**src/rtl/stream_merge_rr.sv**
```systemverilog
// Round-robin merge of CHANNELS valid/ack streams into one registered output stream.
// Each word takes IDLE -> ACCEPT -> SEND, so the minimum is 3 cycles. Latched exception flags have a maskable summary output.
module stream_merge_rr #(
  parameter int WIDTH    = 32,
  parameter int CHANNELS = 4,
  parameter int CH_BITS  = 2
) (
  input  logic                      clk,
  input  logic                      rst,
  input  logic [CHANNELS*WIDTH-1:0] input_in,
  input  logic [CHANNELS-1:0]       input_in_stb,
  output logic [CHANNELS-1:0]       input_in_ack,
  output logic [WIDTH-1:0]          output_out,
  output logic                      output_out_stb,
  input  logic                      output_out_ack,
  output logic [CH_BITS-1:0]        output_channel,
  input  logic [CHANNELS-1:0]       exception_in,
  input  logic [CHANNELS-1:0]       exception_mask,
  input  logic                      exception_clear,
  output logic                      exception,
  output logic [CHANNELS-1:0]       exception_source
);

  typedef enum logic [1:0] {IDLE, ACCEPT, SEND} state_t;

  state_t             state, state_n;
  logic [CH_BITS-1:0] grant, grant_n;
  logic [CH_BITS-1:0] last_grant;
  logic [CH_BITS-1:0] pick;
  logic               any_req;
  logic               take;

  assign any_req = |input_in_stb;
  assign take    = input_in_stb[grant];

  // Descending scan: the last hit written is the nearest channel after last_grant.
  always_comb begin
    pick = last_grant;
    for (int i = CHANNELS; i >= 1; i--) begin
      if (input_in_stb[(int'(last_grant) + i) % CHANNELS])
        pick = CH_BITS'((int'(last_grant) + i) % CHANNELS);
    end
  end

  always_comb begin
    state_n = state;
    grant_n = grant;
    case (state)
      IDLE: begin
        if (any_req) begin
          state_n = ACCEPT;
          grant_n = pick;
        end
      end
      ACCEPT:  state_n = take ? SEND : IDLE;
      SEND:    if (output_out_ack) state_n = IDLE;
      default: state_n = IDLE;
    endcase
  end

  always_ff @(posedge clk or posedge rst) begin
    if (rst) begin
      state <= IDLE;
      grant <= '0;
    end else begin
      state <= state_n;
      grant <= grant_n;
    end
  end

  always_ff @(posedge clk or posedge rst) begin
    if (rst) begin
      input_in_ack   <= '0;
      output_out     <= '0;
      output_out_stb <= 1'b0;
      output_channel <= '0;
      last_grant     <= CH_BITS'(CHANNELS - 1);
    end else begin
      input_in_ack <= '0;
      if (state == IDLE && any_req)
        input_in_ack <= CHANNELS'(1) << pick;
      if (state == ACCEPT && take) begin
        output_out     <= input_in[int'(grant)*WIDTH +: WIDTH];
        output_channel <= grant;
        last_grant     <= grant;
        output_out_stb <= 1'b1;
      end else if (state == SEND && output_out_ack) begin
        output_out_stb <= 1'b0;
      end
    end
  end

  // A new exception on a bit wins over a clear arriving in the same cycle.
  always_ff @(posedge clk or posedge rst) begin
    if (rst) begin
      exception_source <= '0;
      exception        <= 1'b0;
    end else begin
      exception_source <= (exception_source & ~{CHANNELS{exception_clear}}) | exception_in;
      exception        <= |(exception_source & ~exception_mask);
    end
  end

endmodule
```
**config.mk**
```make
export PLATFORM = sky130hd
export DESIGN_NAME = stream_merge_rr
export DESIGN_NICKNAME = d
export VERILOG_FILES = /design/src/rtl/stream_merge_rr.sv
export SDC_FILE = /design/constraint.sdc
export NUM_CORES = 1
export LEC_CHECK = 0
export ABC_AREA = 1
export BUFFER_PORTS_ARGS = -buffer_cell sky130_fd_sc_hd__buf_2
export CAP_MARGIN = 25
export CORE_ASPECT_RATIO = 1.1
export CORE_UTILIZATION = 30
export CTS_CLUSTER_DIAMETER = 150
export DETAILED_ROUTE_END_ITERATION = 16
export PLACE_DENSITY_LB_ADDON = 0.15
export SLEW_MARGIN = 25
export SYNTH_ARGS = -nofsm -noshare
export SYNTH_HDL_FRONTEND = slang
export SYNTH_SLANG_ARGS = --single-unit
```
**constraint.sdc**
```tcl
create_clock -name clk -period 1.6 [get_ports clk]
set_input_delay 0.08 -clock clk [delete_from_list [all_inputs] [get_ports clk]]
set_output_delay 0.08 -clock clk [all_outputs]
set_load 0.05 [all_outputs]
```
==> reports/summary.txt <==
Placement Rows -> 37
total CTS buffers -> 5
Longest Clk Path Bufs -> 2
number of synthesized register bits -> 50
global-route wire length before repair -> 15,200 um
most common cell after layout, fill and taps aside -> buf_2
post-synth top area cell -> dfrtp_1
Syn. warnings -> 0
CP bufs+invs -> 3
Synth Net Count -> 573
worst min path class -> in2reg
Slew @ Worst Pin -> 362 ps
Critical Path Sink Type -> register
first-pass iteration count of the detailed router -> 4
placed insts -> 716
Boundary Pins -> 188
clock root cell -> clkbuf_8
Worst path slowest cell -> dfstp_2
final setup margin -> 51.6 ps
sequential area share after synthesis -> 42.6%
post-synth cell types -> 19
starting density of the core -> 31.1%
Die Wd -> 96.4 um
vias in the first global route -> 3,375
number of DRC markers in iteration 0 -> 99
CTS tree -> done
Critical Path, Cell by Cell -> inv_2, nand2_1, nand2_1, nand2_2, nand2_1, inv_1, nand2_1, nand2_2, inv_1, nor2_1
Tmin final -> 1550 ps
Setup violations, final -> 0
antenna-violating nets left -> 0
arrival time worst endpoint -> 1770 ps
Max rail drop VDD -> 0.000867 V
clock latency on the worst-skew pair -> 300 ps
Layout Cells excl Fill -> 735
Die Y -> 106 um
fin crit share -> 96.8%
fin. max-slew vios -> 0
clock-pin slew on the worst setup and hold paths -> 90 ps
delay-heaviest family, CP -> simple AND/OR/NAND/NOR gates
Remaining Overflow, GRT -> 0
Leak Pwr -> 2.32 nW
H-tree depth -> 2
area delta synth->final -> 43.7%
max incr delay on CP -> 610 ps
Routed WL -> 9660 um
top cells by area, synth -> dfrtp_1 41%, nand2_1 18%, o21ai_0 12%
mapped cell area -> 0.00294 mm2
Via Count -> 3,513
drt drc -> 0
die area -> 0.0102 mm2
Worst Path Required -> 1820 ps
initial antenna violation count -> 0
total track usage -> 19.1%
Diodes inserted -> 0
final hold vios -> 0
pwr dens -> 2080 mW/mm2
hold slack -> 19.5 ps
cells after synthesis -> 429
Max Cap Viol -> 0
post-synth top area share -> 40.9%
port bufs -> 187
status -> complete, no violations
Final Skew -> 4.23 ps
Place WS -> 26.9 ps
commonest non-fill, non-tap cells in the layout -> 187 x buf_2, 135 x nand2_1, 73 x nor2_1
Final HPWL DP -> 7140 um
largest net degree at the start of global routing -> 36
most frequent CP cell -> nand2_1
share of post-route cells with drive strength above 1 -> 36.6%
unrepaired setup endpoints after global routing -> yes
relative slew slack -> 75.9%
fmax -> 646 MHz
critical path fanouts, max -> 6
Routed WL per cell -> 13.1 um
Nets -> 761
syn avg cell area -> 6.85 um2
CP Launch Type -> register
vias per cell -> 4.78
Clock Sinks -> 50
core area -> 0.00944 mm2
Placer Congestion -> 0.899
crit path kind -> reg2reg
==> logic make-up after synthesis <==
logic type | count (synthesis) | share of synthesized area [%]
AO/OA/AOI/OAI | 108 | 20.9
buffers and inverters | 47 | 7.53
flip-flops | 50 | 42.6
AND/OR/NAND/NOR | 224 | 29.0
==> registers in the layout, indices dropped and copies added, names as in the netlist <==
name	flops
input_in_ack	4
exception	1
exception_source	4
state	2
output_channel	2
output_out_stb	1
output_out	32
last_grant	2
grant	2
==> worst paths after layout <==
check                                      from                  end  slack [ps]  cells after the start
worst max-delay path              last_grant[0]      input_in_ack[3]          50                     10
worst min-delay path            exception_clear  exception_source[3]          20                      2
worst max register to register    last_grant[0]      input_in_ack[3]          50                     10
worst min register to register   output_out[15]       output_out[15]         470                      2
max in group asynchronous                   rst        last_grant[0]         780                      4
min in group asynchronous                   rst  exception_source[2]         240                      3
==> power breakdown <==
part / total [mW] / leakage, nW / internal [mW] / switching, mW
Clock: 0.882 / 0.0514 / 0.467 / 0.415
Combinational: 5.80 / 1.66 / 1.64 / 4.15
Sequential: 2.12 / 0.612 / 1.82 / 0.299
Total: 8.80 / 2.32 / 3.93 / 4.87
==> cell type report <==
class | count | area [um2]
Clock buffer | 6 | 72.6
Timing Repair Buffer | 210 | 1150
Sequential cell | 50 | 1250
Inverter | 18 | 70.1
Fill cell | 998 | 5220
Multi-Input combinational cell | 332 | 1500
Clock inverter | 2 | 37.5
Tap cell | 117 | 146
==> repair_timing <==
item	CTS	global route
gates resized for setup	0	20
hold buffers	10	0
setup buffers	0	1
endpoints found under the hold margin	16	0
setup endpoints to repair	0	43
==> cells in the mapped netlist, drive strengths merged <==
cell type,count
nand2,140
nor2,77
o21ai,68
dfrtp,48
o22ai,33
clkbuf,18
inv,18
buf,11
nand3,7
o21bai,4
dfstp,2
a21o,1
a31oi,1
o31ai,1
==> through the flow <==
stage	setup TNS (ps)	util [%]	power [mW]	cell area, um2
6_report	0	44.8	8.80	4230
3_5_place_dp	0	41.9	7.78	3960
5_1_grt	-1320	44.8	9.56	4230
3_3_place_gp	0	41.9	7.70	3960
2_1_floorplan	0	-	6.40	2940
4_1_cts	0	44.2	8.71	4170
==> layer usage <==
layer / track usage, % / share of wire, % / wire, um
met1: 22.1 / 42 / 4020
met2: 35.9 / 52 / 5050
met3: 2.96 / 5.0 / 487
met4: 4.20 / 1.1 / 107
met5: 0 / 0 / 0
==> worst register-to-register path: stages (launching register included) <==
cell and delay [ps]:
dfstp_2 610, inv_2 80, nand2_1 60, nand2_1 80, nand2_2 90, nand2_1 60
inv_1 100, nand2_1 80, nand2_2 110, inv_1 70, nor2_1 130
No activity file was read; power rests on OpenSTA's default activity.
